$ cat config.mk
export PLATFORM = sky130hd
export DESIGN_NAME = psum_accumulator_flat
export DESIGN_NICKNAME = d
export VERILOG_FILES = /design/src/rtl/bitfusion_pkg.sv /design/src/rtl/psum_accumulator_if.sv /design/src/rtl/psum_accumulator_adder.sv /design/src/rtl/psum_accumulator.sv /design/src/flat_wrapper.sv
export SDC_FILE = /design/constraint.sdc
export NUM_CORES = 1
export LEC_CHECK = 0
export ABC_AREA = 0
export BUFFER_PORTS_ARGS = -buffer_cell sky130_fd_sc_hd__buf_2
export CAP_MARGIN = 10
export CELL_PAD_IN_SITES_DETAIL_PLACEMENT = 0
export CELL_PAD_IN_SITES_GLOBAL_PLACEMENT = 1
export CORE_MARGIN = 2
export CORE_UTILIZATION = 40
export DETAILED_ROUTE_END_ITERATION = 16
export PLACE_DENSITY = 0.75
export RECOVER_POWER = 100
export SYNTH_ARGS = -nofsm -noshare
export SYNTH_HDL_FRONTEND = slang
export SYNTH_HIERARCHICAL = 1
export SYNTH_SLANG_ARGS = --single-unit
$ cat constraint.sdc
create_clock -name clk -period 3.6 [get_ports clk]
set_input_delay 0.72 -clock clk [delete_from_list [all_inputs] [get_ports clk]]
set_output_delay 0.72 -clock clk [all_outputs]
set_load 0.005 [all_outputs]
$ cat src/rtl/bitfusion_pkg.sv
// Shared types and constants for the bitfusion psum datapath.
package bitfusion_pkg;

  localparam int PSUM_W = 32;

  typedef enum logic [1:0] {
    IDLE  = 2'd0,
    ACCUM = 2'd1,
    HOLD  = 2'd2
  } psum_acc_state_t;

endpackage

$ cat src/rtl/psum_accumulator_if.sv
// Handshake/data bundle between a fusion-unit column, the accumulator and the
// output buffer. The slave modport is the accumulator side.
interface psum_accumulator_if
  import bitfusion_pkg::*;
#(
  parameter int PSUM_W = bitfusion_pkg::PSUM_W,
  parameter int ACC_W  = 48,
  parameter int LEN_W  = 16
) ();

  logic              start;
  logic [LEN_W-1:0]  acc_len;
  logic [PSUM_W-1:0] psum_in;
  logic              psum_valid;
  logic              out_ready;
  logic [ACC_W-1:0]  acc_out;
  logic              out_valid;
  logic              ovf;
  logic              busy;

  modport master (
    output start, acc_len, psum_in, psum_valid, out_ready,
    input  acc_out, out_valid, ovf, busy
  );

  modport slave (
    input  start, acc_len, psum_in, psum_valid, out_ready,
    output acc_out, out_valid, ovf, busy
  );

endinterface

$ cat src/rtl/psum_accumulator_adder.sv
// Combinational W-bit two's complement add with signed-overflow flag.
module psum_acc_adder #(
  parameter int W = 48
) (
  input  logic [W-1:0] i_a,
  input  logic [W-1:0] i_b,
  output logic [W-1:0] o_sum,
  output logic         o_ovf
);

  // Wrap-around sum; overflow when operands agree in sign and the sum does not.
  always_comb begin
    o_sum = i_a + i_b;
    o_ovf = (i_a[W-1] == i_b[W-1]) && (o_sum[W-1] != i_a[W-1]);
  end

endmodule

$ cat src/rtl/psum_accumulator.sv
// Per-column psum accumulator: sums acc_len signed psum beats into one
// activation, holds it under valid/ready and flags signed overflow.
// Optional feature macro: PSUM_ACC_RELU_EN (clamp negative results to 0).
module psum_accumulator
  import bitfusion_pkg::*;
#(
  parameter int PSUM_W = bitfusion_pkg::PSUM_W,
  parameter int ACC_W  = 48,  // must be >= PSUM_W
  parameter int LEN_W  = 16
) (
  input  logic                 clk,
  input  logic                 RST,
  psum_accumulator_if.slave    bus
);

  psum_acc_state_t   r_state;
  logic [ACC_W-1:0]  r_acc;
  logic [LEN_W-1:0]  r_cnt;
  logic [LEN_W-1:0]  r_len;
  logic [ACC_W-1:0]  r_acc_out;
  logic              r_out_valid;
  logic              r_ovf;

  logic [ACC_W-1:0]  w_psum_ext;
  logic [ACC_W-1:0]  w_sum;
  logic              w_add_ovf;
  logic [ACC_W-1:0]  w_result;
  logic              w_start_ok;
  logic              w_last;

  assign w_psum_ext = ACC_W'($signed(bus.psum_in));
  assign w_start_ok = bus.start && (bus.acc_len != '0);
  assign w_last     = (r_cnt == r_len - 1'b1);

  psum_acc_adder #(.W(ACC_W)) u_add (
    .i_a   (r_acc),
    .i_b   (w_psum_ext),
    .o_sum (w_sum),
    .o_ovf (w_add_ovf)
  );

  // Result presented on entry to HOLD.
`ifdef PSUM_ACC_RELU_EN
  assign w_result = w_sum[ACC_W-1] ? '0 : w_sum;
`else
  assign w_result = w_sum;
`endif

  // FSM, beat counter, accumulator and output registers.
  always_ff @(posedge clk) begin
    if (RST) begin
      r_state     <= IDLE;
      r_acc       <= '0;
      r_cnt       <= '0;
      r_len       <= '0;
      r_acc_out   <= '0;
      r_out_valid <= 1'b0;
      r_ovf       <= 1'b0;
    end else begin
      case (r_state)
        IDLE: begin
          if (w_start_ok) begin
            r_len   <= bus.acc_len;
            r_acc   <= '0;
            r_cnt   <= '0;
            r_ovf   <= 1'b0;
            r_state <= ACCUM;
          end
        end
        ACCUM: begin
          if (bus.psum_valid) begin
            r_ovf <= r_ovf | w_add_ovf;
            if (w_last) begin
              r_acc_out   <= w_result;
              r_out_valid <= 1'b1;
              r_state     <= HOLD;
            end else begin
              r_acc <= w_sum;
              r_cnt <= r_cnt + 1'b1;
            end
          end
        end
        HOLD: begin
          // Beats arriving here are dropped; the result stays frozen.
          if (bus.out_ready) begin
            r_out_valid <= 1'b0;
            if (w_start_ok) begin
              r_len   <= bus.acc_len;
              r_acc   <= '0;
              r_cnt   <= '0;
              r_ovf   <= 1'b0;
              r_state <= ACCUM;
            end else begin
              r_state <= IDLE;
            end
          end
        end
        default: r_state <= IDLE;
      endcase
    end
  end

  assign bus.acc_out   = r_acc_out;
  assign bus.out_valid = r_out_valid;
  assign bus.ovf       = r_ovf;
  assign bus.busy      = (r_state != IDLE);

endmodule

$ cat src/flat_wrapper.sv
// flat-port wrapper written by rule: the top's interface ports become plain ports
module psum_accumulator_flat import bitfusion_pkg::*;
#(
  parameter int PSUM_W = bitfusion_pkg::PSUM_W,
  parameter int ACC_W  = 48,                      
  parameter int LEN_W  = 16
)
  (clk, RST, bus_start, bus_acc_len, bus_psum_in, bus_psum_valid, bus_out_ready, bus_acc_out, bus_out_valid, bus_ovf, bus_busy);
  psum_accumulator_if #(.PSUM_W(PSUM_W), .ACC_W(ACC_W), .LEN_W(LEN_W)) bus_i ();
  input  logic clk;
  input  logic RST;
  input wire logic [$bits(bus_i.start)-1:0] bus_start;
  input wire logic [$bits(bus_i.acc_len)-1:0] bus_acc_len;
  input wire logic [$bits(bus_i.psum_in)-1:0] bus_psum_in;
  input wire logic [$bits(bus_i.psum_valid)-1:0] bus_psum_valid;
  input wire logic [$bits(bus_i.out_ready)-1:0] bus_out_ready;
  output wire logic [$bits(bus_i.acc_out)-1:0] bus_acc_out;
  output wire logic [$bits(bus_i.out_valid)-1:0] bus_out_valid;
  output wire logic [$bits(bus_i.ovf)-1:0] bus_ovf;
  output wire logic [$bits(bus_i.busy)-1:0] bus_busy;
  assign bus_i.start = bus_start;
  assign bus_i.acc_len = bus_acc_len;
  assign bus_i.psum_in = bus_psum_in;
  assign bus_i.psum_valid = bus_psum_valid;
  assign bus_i.out_ready = bus_out_ready;
  assign bus_acc_out = bus_i.acc_out;
  assign bus_out_valid = bus_i.out_valid;
  assign bus_ovf = bus_i.ovf;
  assign bus_busy = bus_i.busy;
  psum_accumulator #(.PSUM_W(PSUM_W), .ACC_W(ACC_W), .LEN_W(LEN_W)) u_core (.clk(clk), .RST(RST), .bus(bus_i));
endmodule
### Word level (Yosys, flattened, before mapping)

Cells that the tools add are included.

| operators by class | value |
|---|---|
| reduce and logical (&&, ||, !) cells | 14 |
| eq/ne operators | 10 |
| div/mod/pow operators | 0 |
| add/sub/neg operators | 3 |
| bitwise gates (word level) | 1 |
| shift-type cells | 0 |
| magnitude comparators | 0 |
| multiply operators | 0 |
| multiplexer cells | 27 |

Operators with widths:

| cell | count |
|---|---|
| $mux W48 | 4 |
| $pmux W48 S3 | 1 |
| $mux W16 | 6 |
| $add A48 B48 Y48 | 1 |
| $pmux W16 S3 | 1 |
| $pmux W16 S2 | 1 |
| $add A16 B1 Y16 const B | 1 |
| $eq A16 B16 Y1 | 1 |
| $reduce_bool A16 Y1 | 1 |
| $sub A16 B1 Y16 const B | 1 |
| $reduce_and A4 Y1 | 3 |
| $mux W2 | 4 |
| $mux W1 | 7 |
| $ne A2 B2 Y1 const B | 3 |
| $pmux W2 S3 | 1 |
| $reduce_and A3 Y1 | 2 |
| $reduce_bool A2 Y1 | 3 |
| $ne A2 B1 Y1 const B | 2 |
| $pmux W1 S3 | 1 |
| $reduce_bool A3 Y1 | 1 |
| $eq A2 B1 Y1 const B | 1 |
| $eq A2 B2 Y1 const B | 1 |
| $logic_and A1 B1 Y1 | 2 |
| $logic_not A2 Y1 | 1 |
| 5 further kinds | 5 |

| word-level totals | value |
|---|---|
| register bits after elaboration | 132 |
| bits in writable memories | 0 |
| word-level logic and storage cells | 62 |
| output and inout port bits | 51 |
| ROM bits | 0 |
| memories kept | 0 |
| bits of input ports | 53 |
| bits in latches | 0 |

### Logic depth before layout (Yosys ltp)

| depth | value |
|---|---|
| depth after elaboration | 6 |
| mapped depth | 13 |
| depth with buffers taken out | 13 |

### Hierarchy

Netlist, hierarchy kept.

By module, submodules not included:

| module | cells each | times used | area an instance (um2) | sequential area each (um2) |
|---|---|---|---|---|
| psum_accumulator | 524 | 1 | 5271.3 | 2642.5 |
| psum_acc_adder | 371 | 1 | 2591.2 | 0.0 |

### Worst setup path before layout

No wires, ideal clock.

| timing | value |
|---|---|
| path kind | input-to-reg |
| from | input port bus_psum_in[0] |
| to | register u_core.r_acc_out[46] (netlist: u_core/bus.acc_out[46]) |
| data required time | 3535 ps |
| stages on the path | 13 |
| arrival time | 3200 ps |
| library setup time | 65 ps |
| slack | 334 ps |
| path buffers | 0 |
| path through | ha_1 > fa_1 > a211oi_1 > nor2_1 > a21oi_1 > a21o_1 > a21oi_2 > a2111oi_0 > o21bai_1 > mux2i_1 > nor4b_1 > mux2i_1 > nor2_1 |

| on the way | value |
|---|---|
| cells in the longest elaborated chain, start to end | 1 |

Ends and longest elaborated chain:

| what | RTL line | source |
|---|---|---|
| start, declared | flat_wrapper.sv:14 | `input wire logic [$bits(bus_i.psum_in)-1:0] bus_psum_in;` |
| $add A48 B48 Y48 | psum_accumulator_adder.sv:13 | `o_sum = i_a + i_b;` |
| named net u_core.w_result[46] | psum_accumulator.sv:27 | `logic [ACC_W-1:0] w_result;` |
| end signal, assigned | psum_accumulator.sv:74 | `r_acc_out <= w_result;` |
| end, declared | psum_accumulator.sv:20 | `logic [ACC_W-1:0] r_acc_out;` |

The timed path passes the listed nets, and every way through them passes these cells.
A chain may end at the register's enable or synchronous reset.

### Worst setup path in the final report

| timing | value |
|---|---|
| from | register u_core.r_len[2] |
| to | register u_core.r_cnt[0] |

| on the way | value |
|---|---|
| cells in the longest elaborated chain, start to end | 4 |

Ends and longest elaborated chain:

| what | RTL line | source |
|---|---|---|
| start, declared | psum_accumulator.sv:19 | `logic [LEN_W-1:0] r_len;` |
| start signal, assigned | psum_accumulator.sv:63 | `r_len <= bus.acc_len;` |
| start signal, assigned | psum_accumulator.sv:88 | `r_len <= bus.acc_len;` |
| $sub A16 B1 Y16 | psum_accumulator.sv:33 | `assign w_last = (r_cnt == r_len - 1'b1);` |
| $eq A16 B16 Y1 | psum_accumulator.sv:33 |  |
| $ne A2 B2 Y1 (no source line) | - |  |
| $reduce_and A4 Y1 (no source line) | - |  |
| end signal, assigned | psum_accumulator.sv:79 | `r_cnt <= r_cnt + 1'b1;` |
| end, declared | psum_accumulator.sv:18 | `logic [LEN_W-1:0] r_cnt;` |

No other way between the ends.

==> impl_results.md <==
- Area leader, netlist: dfxtp_1
- First-pass GRT wire length: about 32,000 um
- Core Area: just under 20,000 um^2
- Yosys reg bits: 132
- Sequential share of the synthesized area: between 30 and 40%
- Avg Synthesized Cell Area: 8.78 um^2
- Total grt overflow: 0
- Starting density of the core: 40.5%
- Dpl hpwl: between 10,000 and 15,000 um
- Die span in x: 144 um
- Fin cells: 1,296
- Initial DRC count: ~340
- Multiplexer share of the synthesized area: ~9%
- Synth area leaders: dfxtp_1, mux2i_1, ha_1, a22o_1, nor2_1
- CP Max Fanout: 27
- VDD IR-drop max: between 300 and 400 uV
- Port Buffers: a little over 100
- CTS tree: yes
- H-tree depth: 4
- Number of global-route vias before repair: 6,399
- Crit path capture type: flop
- Post-synthesis net count: 998
- Critical Path RT: 3.90 ns
- Nature of the critical path startpoint: flop
- Async SR Flop Fraction: 0%
- Clock slew at reported path FFs: 0.06 ns
- Placed Area: 8900 um^2
- Synthesis warning total: 6
- Min-Delay Startpoint: u_core/r_acc[4]
- Fin nets: 1,121
- Clock Tree Root: clkbuf_16
- Slew @ Worst Pin: 1.25 ns
- Postcts setup bufs: 0
- Setup slack at placement: -0.0806 ns
- Inst Count DP: approximately 1,300
- GP Congestion: 0.804
- XOR/XNOR Fraction of Synth Area: between 7 and 8%
- Register Area: 2640 um^2
- Critical path origin: u_core/r_len[2]
- Synth Area in Compound Gates: between 20% and 30%
- Worst Path Arrival: 3.58 ns
- Setup Crit Path Kind: flop to flop
- Fin crit share: 91.0%
- Largest net degree at the start of global routing: 51
- Drc violations: 0
- Reg2reg setup slack: 0.33 ns
- Clock Skews: 0.00999 ns
- Max-cap violation count: 0
- Seq pwr share: 37.7%
- Combinational family with the most area after synthesis: compound AO/OA/AOI/OAI gates
- Share of layout cells above drive strength 1: 16.0%
- Cell Pwr Density: approximately 430 nW/um^2
- Initial antenna violation count: 0
- Crit Reg-Reg Endpoint: u_core/r_cnt[0]
- Post-DRT Antenna Nets: 0
- Final setup viols: 0
- Static leakage: 4.04 nW
- Switching pwr: 0.00107 W
- Detailed Route WL: ~20,000 um
- Clk_lat worst skew: 0.42 ns
- Final Cell Area: ~9500 um^2
- Hold Slack: 0.480 ns
- Wirelength per Cell: 15.4 um
- Adder-cell share of the synthesized area: 8.05%
- Unrepaired setup endpoints after global routing: false
- Clk sinks: 132
- Area of the multi-input gates: 4950 um^2
- Outcome: complete, no violations
- Internal Pwr Total: 0.00297 W
- Syn Inst Count: 895
- Global Route Usage Sum: 19.4%
- Final Hold Fails: 0
- N_diodes: 0
- Distinct cell type count after synthesis: between 60 and 70
- Most frequent cells in the layout: dfxtp_1, nor2_1, buf_2
- Final setup margin: 0.326 ns
- Combinational fraction of design power: 15.9%
- Fmax: 305 MHz
- Number of synthesized flops with an enable pin: 0
- Die Footprint: around 21,000 um^2
- Most common cell after layout, fill and taps aside: dfxtp_1
- Drt via density: ~5.3
- Critical Path End: u_core/r_cnt[0]
- Longest Clk Path Bufs: 2
- Clock power share: 46.4%
- DR vias: ~6,900
- Crit path time final: 3.27 ns
- Row count: 51
- Fill count: 1,946
- CTS buffer count: 17
- HP Class: flop to flop
- DRT Pass-1 Iters: 5
- Yosys top cell area share: 33.6%
- Synthesized area: around 7900 um^2
- Fin. max-slew vios: 0
- Post-synth top flop: dfxtp_1
- I/O pin cnt: 104
- Relative slew slack: 16.6%
- Die height: 144 um
- Reg2Reg Depth: 9
- Reg-to-Reg Start: u_core/r_len[2]
- Sw frac: 26.6%
- Syn-to-layout area delta: 20.6%
- Post-Synth Simple-Gate Area: 16.3%
==> flip-flops by register name, summed over array words and instances, names as in the netlist <==
name,flops
u_core/r_len,16
u_core/bus.out_valid,1
u_core/r_state,2
u_core/bus.ovf,1
u_core/r_cnt,16
u_core/bus.acc_out,48
u_core/r_acc,48
==> power by group through the flow <==
stage / Combinational [W] / Clock (W) / Sequential, W
floorplan: 0.000443 / 0 / 0.00155
global placement: 0.000637 / 0 / 0.00156
detailed placement: 0.000639 / 0 / 0.00156
CTS: 0.000644 / 0.00191 / 0.00152
global route: 0.000714 / 0.00198 / 0.00153
finish: 0.000645 / 0.00188 / 0.00152
==> cell usage after synthesis (3+ instances only) <==
library cell,number
a2111oi_0,4
a211oi_1,6
a21o_1,36
a21oi_1,61
a22o_1,49
a31oi_1,7
a41oi_1,4
and2_1,7
and3_1,5
and4_1,3
buf_2,10
buf_6,5
clkbuf_1,32
dfxtp_1,132
ha_1,49
inv_1,16
mux2i_1,68
nand2_1,44
nand2b_1,10
nand3_1,20
nand3b_1,3
nand4_1,11
nor2_1,106
nor2b_1,4
nor3_1,18
nor4_1,7
nor4b_1,3
o21a_1,3
o21ai_0,37
o21ai_1,4
o21bai_1,7
o31ai_1,3
or2_2,4
or3_1,11
xnor2_1,42
xor2_1,26
==> cell families after synthesis <==
family / Yosys count
AO/OA/AOI/OAI: 249
flip-flops: 132
AND/OR/NAND/NOR: 263
XOR/XNOR: 68
multiplexers: 70
buffers and inverters: 63
adder cells (fa/ha/maj): 50
==> final cells by class <==
| cell class | instances | area share, % |
|---|---|---|
| Multi-Input combinational cell | 700 | 52.3 |
| Timing Repair Buffer | 151 | 9.07 |
| Inverter | 16 | 0.633 |
| Tap cell | 265 | 3.50 |
| Clock buffer | 20 | 4.82 |
| Clock inverter | 12 | 1.86 |
| Sequential cell | 132 | 27.9 |
==> worst max-delay path, stage by stage, from the launching register on <==
cell,delay (ns)
dfxtp_1,0.31
or4_4,0.59
nor4_2,0.35
xnor2_1,0.16
nand3_1,0.11
a2111o_1,0.55
nor3_1,0.31
nor3_1,0.10
buf_2,0.34
mux2_2,0.34
==> metal layers <==
metal | GRT usage, % | wire length (um) | vias up
met3 | 3.25 | 581 | 10
met5 | 0 | 0 | -
met4 | 4.45 | 141 | 0
li1 | - | - | 3533
met2 | 30.0 | 8810 | 107
met1 | 28.3 | 10400 | 3220
==> per-stage QoR <==
| stage | utilization [%] | TNS (ns) | power, W |
|---|---|---|---|
| 6_report | 48.9 | 0 | 0.00405 |
| 5_1_grt | 48.9 | 0 | 0.00423 |
| 4_1_cts | 49.1 | 0 | 0.00408 |
| 3_5_place_dp | 45.9 | -0.194 | 0.00219 |
| 3_3_place_gp | 45.9 | -0.0108 | 0.00219 |
| 2_1_floorplan | - | 0 | 0.00199 |
==> how the worst min path moves through the flow <==
stage                        to  slack [ns]  depth (start not counted)
6_report        u_core/r_acc[4]        0.48                          1
5_1_grt        u_core/r_acc[35]        0.49                          1
4_1_cts        u_core/r_acc[43]        0.48                          1
3_5_place_dp   u_core/r_acc[35]        0.46                          1
3_3_place_gp   u_core/r_acc[27]        0.46                          1
2_1_floorplan   u_core/r_acc[0]        0.45                          1
==> timing repair <==
| action | CTS | global route |
|---|---|---|
| hold buffers | 0 | 0 |
| endpoints found under the hold margin | 0 | 0 |
| setup endpoints to repair | 0 | 22 |
| gates resized for setup | 0 | 2 |
No activity file was read; power rests on OpenSTA's default activity.
